--- src/rtl/mux_scan_pkg.sv ---
// mux_scan_pkg: shared FSM encoding and channel geometry for the mux scanner
package mux_scan_pkg;
  localparam int N_CH_C = 4;
  localparam int SEL_W = 2;
  localparam logic [1:0] IDLE = 2'd0;
  localparam logic [1:0] SCAN = 2'd1;
  localparam logic [1:0] DONE = 2'd2;
endpackage

--- src/rtl/mux_scan_if.sv ---
// mux_scan_if: control, mux select/return and word handshake bundle
interface mux_scan_if;
  import mux_scan_pkg::*;
  logic start;
  logic continuous;
  logic [SEL_W-1:0] sel;
  logic mux_out;
  logic [N_CH_C-1:0] data;
  logic valid;
  logic ready;
  logic busy;
  logic overrun;
  modport master(output start, continuous, mux_out, ready, input sel, data, valid, busy, overrun);
  modport slave(input start, continuous, mux_out, ready, output sel, data, valid, busy, overrun);
endinterface

--- src/rtl/mux_scan.sv ---
// mux_scan: steps a 4:1 mux select, dwells DWELL cycles per channel and assembles a 4-bit word
module mux_scan
  import mux_scan_pkg::*;
#(
  parameter int DWELL = 1,
  parameter int N_CH  = N_CH_C
) (
  input logic       clk,
  input logic       rst_n,
  mux_scan_if.slave bus
);
  logic [1:0] state;
  logic [3:0] cnt;
  logic [N_CH-1:0] shadow;
  logic [N_CH-1:0] word;
  logic tick;
  logic last;
  assign tick = state == SCAN && cnt == 4'd0;
  assign last = tick && bus.sel == 2'(N_CH - 1);
  assign bus.busy = state != IDLE;
  // word as it will look once the current channel is captured
  always_comb begin
    word = shadow;
    word[bus.sel] = bus.mux_out;
  end
  always_ff @(posedge clk or negedge rst_n) begin
    if (!rst_n) begin
      state <= IDLE;
      cnt <= 4'd0;
      shadow <= '0;
      bus.sel <= '0;
      bus.data <= '0;
      bus.valid <= 1'b0;
      bus.overrun <= 1'b0;
    end else begin
      if (state == IDLE && bus.start) begin
        state <= SCAN;
        bus.sel <= '0;
        cnt <= 4'(DWELL - 1);
        bus.overrun <= 1'b0;
      end else if (state == SCAN) begin
        cnt <= tick ? 4'(DWELL - 1) : cnt - 4'd1;
        if (tick) begin
          shadow <= word;
          bus.sel <= bus.sel + 2'd1;
        end
        if (last) state <= DONE;
      end else if (state == DONE) begin
        state <= bus.continuous ? SCAN : IDLE;
        cnt <= 4'(DWELL - 1);
      end else begin
        state <= IDLE;
      end
      // a finished word lands only if the previous one is gone or leaving now
      if (last && (!bus.valid || bus.ready)) begin
        bus.data <= word;
        bus.valid <= 1'b1;
      end else if (bus.valid && bus.ready) begin
        bus.valid <= 1'b0;
      end
      if (last && bus.valid && !bus.ready) bus.overrun <= 1'b1;
    end
  end
endmodule

--- src/flat_wrapper.sv ---
// flat-port wrapper written by rule: the top's interface ports become plain ports
module mux_scan_flat import mux_scan_pkg::*;
#(
  parameter int DWELL = 1,
  parameter int N_CH  = N_CH_C
)
  (clk, rst_n, bus_start, bus_continuous, bus_mux_out, bus_ready, bus_sel, bus_data, bus_valid, bus_busy, bus_overrun);
  mux_scan_if bus_i ();
  input logic clk;
  input logic rst_n;
  input wire logic [$bits(bus_i.start)-1:0] bus_start;
  input wire logic [$bits(bus_i.continuous)-1:0] bus_continuous;
  input wire logic [$bits(bus_i.mux_out)-1:0] bus_mux_out;
  input wire logic [$bits(bus_i.ready)-1:0] bus_ready;
  output wire logic [$bits(bus_i.sel)-1:0] bus_sel;
  output wire logic [$bits(bus_i.data)-1:0] bus_data;
  output wire logic [$bits(bus_i.valid)-1:0] bus_valid;
  output wire logic [$bits(bus_i.busy)-1:0] bus_busy;
  output wire logic [$bits(bus_i.overrun)-1:0] bus_overrun;
  assign bus_i.start = bus_start;
  assign bus_i.continuous = bus_continuous;
  assign bus_i.mux_out = bus_mux_out;
  assign bus_i.ready = bus_ready;
  assign bus_sel = bus_i.sel;
  assign bus_data = bus_i.data;
  assign bus_valid = bus_i.valid;
  assign bus_busy = bus_i.busy;
  assign bus_overrun = bus_i.overrun;
  mux_scan #(.DWELL(DWELL), .N_CH(N_CH)) u_core (.clk(clk), .rst_n(rst_n), .bus(bus_i));
endmodule
--- config.mk ---
export PLATFORM = sky130hd
export DESIGN_NAME = mux_scan_flat
export DESIGN_NICKNAME = d
export VERILOG_FILES = /design/src/rtl/mux_scan_pkg.sv /design/src/rtl/mux_scan_if.sv /design/src/rtl/mux_scan.sv /design/src/flat_wrapper.sv
export SDC_FILE = /design/constraint.sdc
export NUM_CORES = 1
export LEC_CHECK = 0
export CORE_MARGIN = 5
export CORE_UTILIZATION = 54
export CTS_BUF_LIST = sky130_fd_sc_hd__clkbuf_4 sky130_fd_sc_hd__clkbuf_8
export DETAILED_ROUTE_END_ITERATION = 6
export PLACE_DENSITY = 0.8
export SLEW_MARGIN = 10
export SYNTH_ARGS = -nofsm -noshare
export SYNTH_HDL_FRONTEND = slang
export SYNTH_SLANG_ARGS = --single-unit
--- constraint.sdc ---
create_clock -name clk -period 2.06 [get_ports clk]
set_clock_uncertainty 0.1 [all_clocks]
set_input_delay 0.206 -clock clk [delete_from_list [all_inputs] [get_ports clk]]
set_output_delay 0.206 -clock clk [all_outputs]
set_load 0.01 [all_outputs]
==> run metrics <==
status completed; Initial Util 0.587; share of cells above drive strength 1 0.181; Num CTS Buffers 3; dominant cell type by area after synthesis dfrtp_1; PwrDens 1430 nW/um^2; Startpoint Class register; RSZ-0062 raised after global routing false; Filler cells 109; clk slew on worst S/H paths 100 ps; final hold viol count 0; Syn. warnings 0; Achievable Freq 515 MHz; P_leak 0.000512 uW; pin count of the biggest net entering global routing 18; DR WL/cell 15.6 microns; clk_lat worst skew 290 ps; Die Ht 51.2 microns; critical path type reg -> out; endpoints failing setup 0; Yosys cell types 28; Final Max Tran Viols 0; post-CTS resize count 0; CTS root buf clkbuf_4; DP HPWL 1.34 mm; Max-Cap Viols 0; Worst path top cell family by delay flip-flops; pre-CTS WS 335 ps; DRT iter0 DRCs 13; crit path time final 1940 ps; Rel. slew slack 0.655; combinational share of power 0.485; DRC 0; Avg Cell Area, Syn 11.7 sq um; CTS Hold Bufs 0; Switch Pwr 561 uW; element type at the critical path end output pin; worst stage delay on the critical path 510 ps; Core Rows 14; Initial DRT Pass Iterations 4; num ports 15; crit path cell chain or2_2 -> clkdlybuf4s50_1; synthesized area 916 sq um; worst setup margin 120 ps; Reg power frac 0.393; worst min path class in -> async; clock share of power 0.122; post-CTS setup buffers 0; Max rail drop VDD 697 uV; routed wire length 1.72 mm; Slowest cell on crit path dfrtp_1; vias in the first global route 656; Port Buffer Count 14; global-route wire length before repair 2.96 mm; placed insts 106; Clock Sink Count 17; Yosys top cell area share 0.464; die area 2620 sq um; GP Congestion 0.807; post-synthesis register bit count 17; setup TNS 0 ps; synth top area cells dfrtp_1, ha_1, mux2_4, mux2_1, mux2_2; post-route insts no fill 110; area delta synth->final 20.4%; Inserted Diodes 0; Sw Ratio 0.357; Slew @ Worst Pin 510 ps; htree depth 1; Total Power 1570 uW; CP arrival 1630 ps; sequential-to-total area share from yosys stat 0.464; final hold slack 127 ps; number of routed nets with antenna violations 0; Mapped Cells 78; CTS tree yes; internal power 1010 uW; Final nets 106; initial antenna violation count 0; crit path buf inv count 1; Worst EP required 1750 ps; total number of vias 646; CP Max Fanout 12; Synthesized Nets 89; Vias/cell 5.87; Die Width 51.2 microns; total congestion overflow 0; period utilization 0.942; clk buf depth 2; GRT Resource Usage Total 0.158; total core area 1560 sq um
-- state kept, by name (all words and copies together), names as in the netlist --
signal / count
u_core.cnt: 4
u_core.state: 2
u_core.bus.data: 4
u_core.bus.valid: 1
u_core.shadow: 3
u_core.bus.overrun: 1
u_core.bus.sel: 2
-- area by class of cell --
type	count	area (sq um)	share of cell area
Timing Repair Buffer	15	148	0.134
Clock buffer	4	30.0	0.0272
Multi-Input combinational cell	50	449	0.407
Tap cell	16	20.0	0.0182
Inverter	8	30.0	0.0272
Sequential cell	17	425	0.386
-- power by group through the flow --
| stage | Clock, uW | Combinational, uW | Sequential, uW |
|---|---|---|---|
| after floorplan | 0 | 516 | 603 |
| after global placement | 0 | 747 | 611 |
| after detailed placement | 0 | 773 | 625 |
| after CTS | 197 | 774 | 620 |
| after global routing | 213 | 841 | 650 |
| final | 191 | 763 | 619 |
-- logic make-up after synthesis --
group,synth area share
and+or+nand+nor,0.180
DFF,0.464
muxes,0.172
buffers and inverters,0.0451
AOI/OAI and AO/OA,0.0697
adders and majority gates,0.0683
-- final timing paths --
check                      cells after the start  slack [ps]        startpoint            endpoint
min reg2reg                                    1         400  u_core.shadow[0]    u_core.shadow[0]
max reg2reg                                    5         300     u_core.cnt[0]  u_core.bus.data[3]
min                                            2         130             rst_n       u_core.cnt[2]
max                                            2         120   u_core.state[1]            bus_busy
max in group asynchronous                      2        1540             rst_n    u_core.shadow[0]
min in group clk                               3         380    bus_continuous     u_core.state[0]
-- routing by layer --
layer / GRT usage / share of wire / vias up
met5: 0 / 0 / -
met4: 0.0807 / 0.016 / 0
met3: 0.0494 / 0.042 / 2
met2: 0.283 / 0.54 / 18
met1: 0.166 / 0.40 / 320
li1: - / - / 306
-- placed cells by master, fill, tap and decap left out, types with 3 or more instances in the layout --
cell	instances
inv_1	8
clkbuf_4	4
mux2_2	3
mux2_1	3
nand3b_1	4
mux2_4	4
clkdlybuf4s50_1	14
dfrtp_1	17
ha_1	5
mux2i_1	3
nand2_1	5
-- synth_stat cells --
cell,instances
nor3b_1,1
a21oi_1,2
o311ai_0,1
dfrtp_1,17
and4bb_4,1
mux2_2,3
nor3_1,2
ha_1,5
mux2_4,4
nor2_1,1
nand2_1,5
a22oi_1,1
o31ai_1,1
nand3b_1,4
o21ai_0,2
and4b_1,1
nor4_1,1
or2_2,1
o211ai_1,1
mux2i_1,3
inv_1,8
clkbuf_1,3
mux2_1,3
nand2b_1,2
o22ai_1,2
nand3b_2,1
or3b_2,1
nand4b_4,1
-- metrics by stage --
step                       util  area, sq um
after global placement    0.688         1070
final                     0.707         1100
after detailed placement  0.688         1070
after CTS                 0.707         1100
after global routing      0.707         1100
after floorplan               -          916
Power figures use the tool's default switching activity.
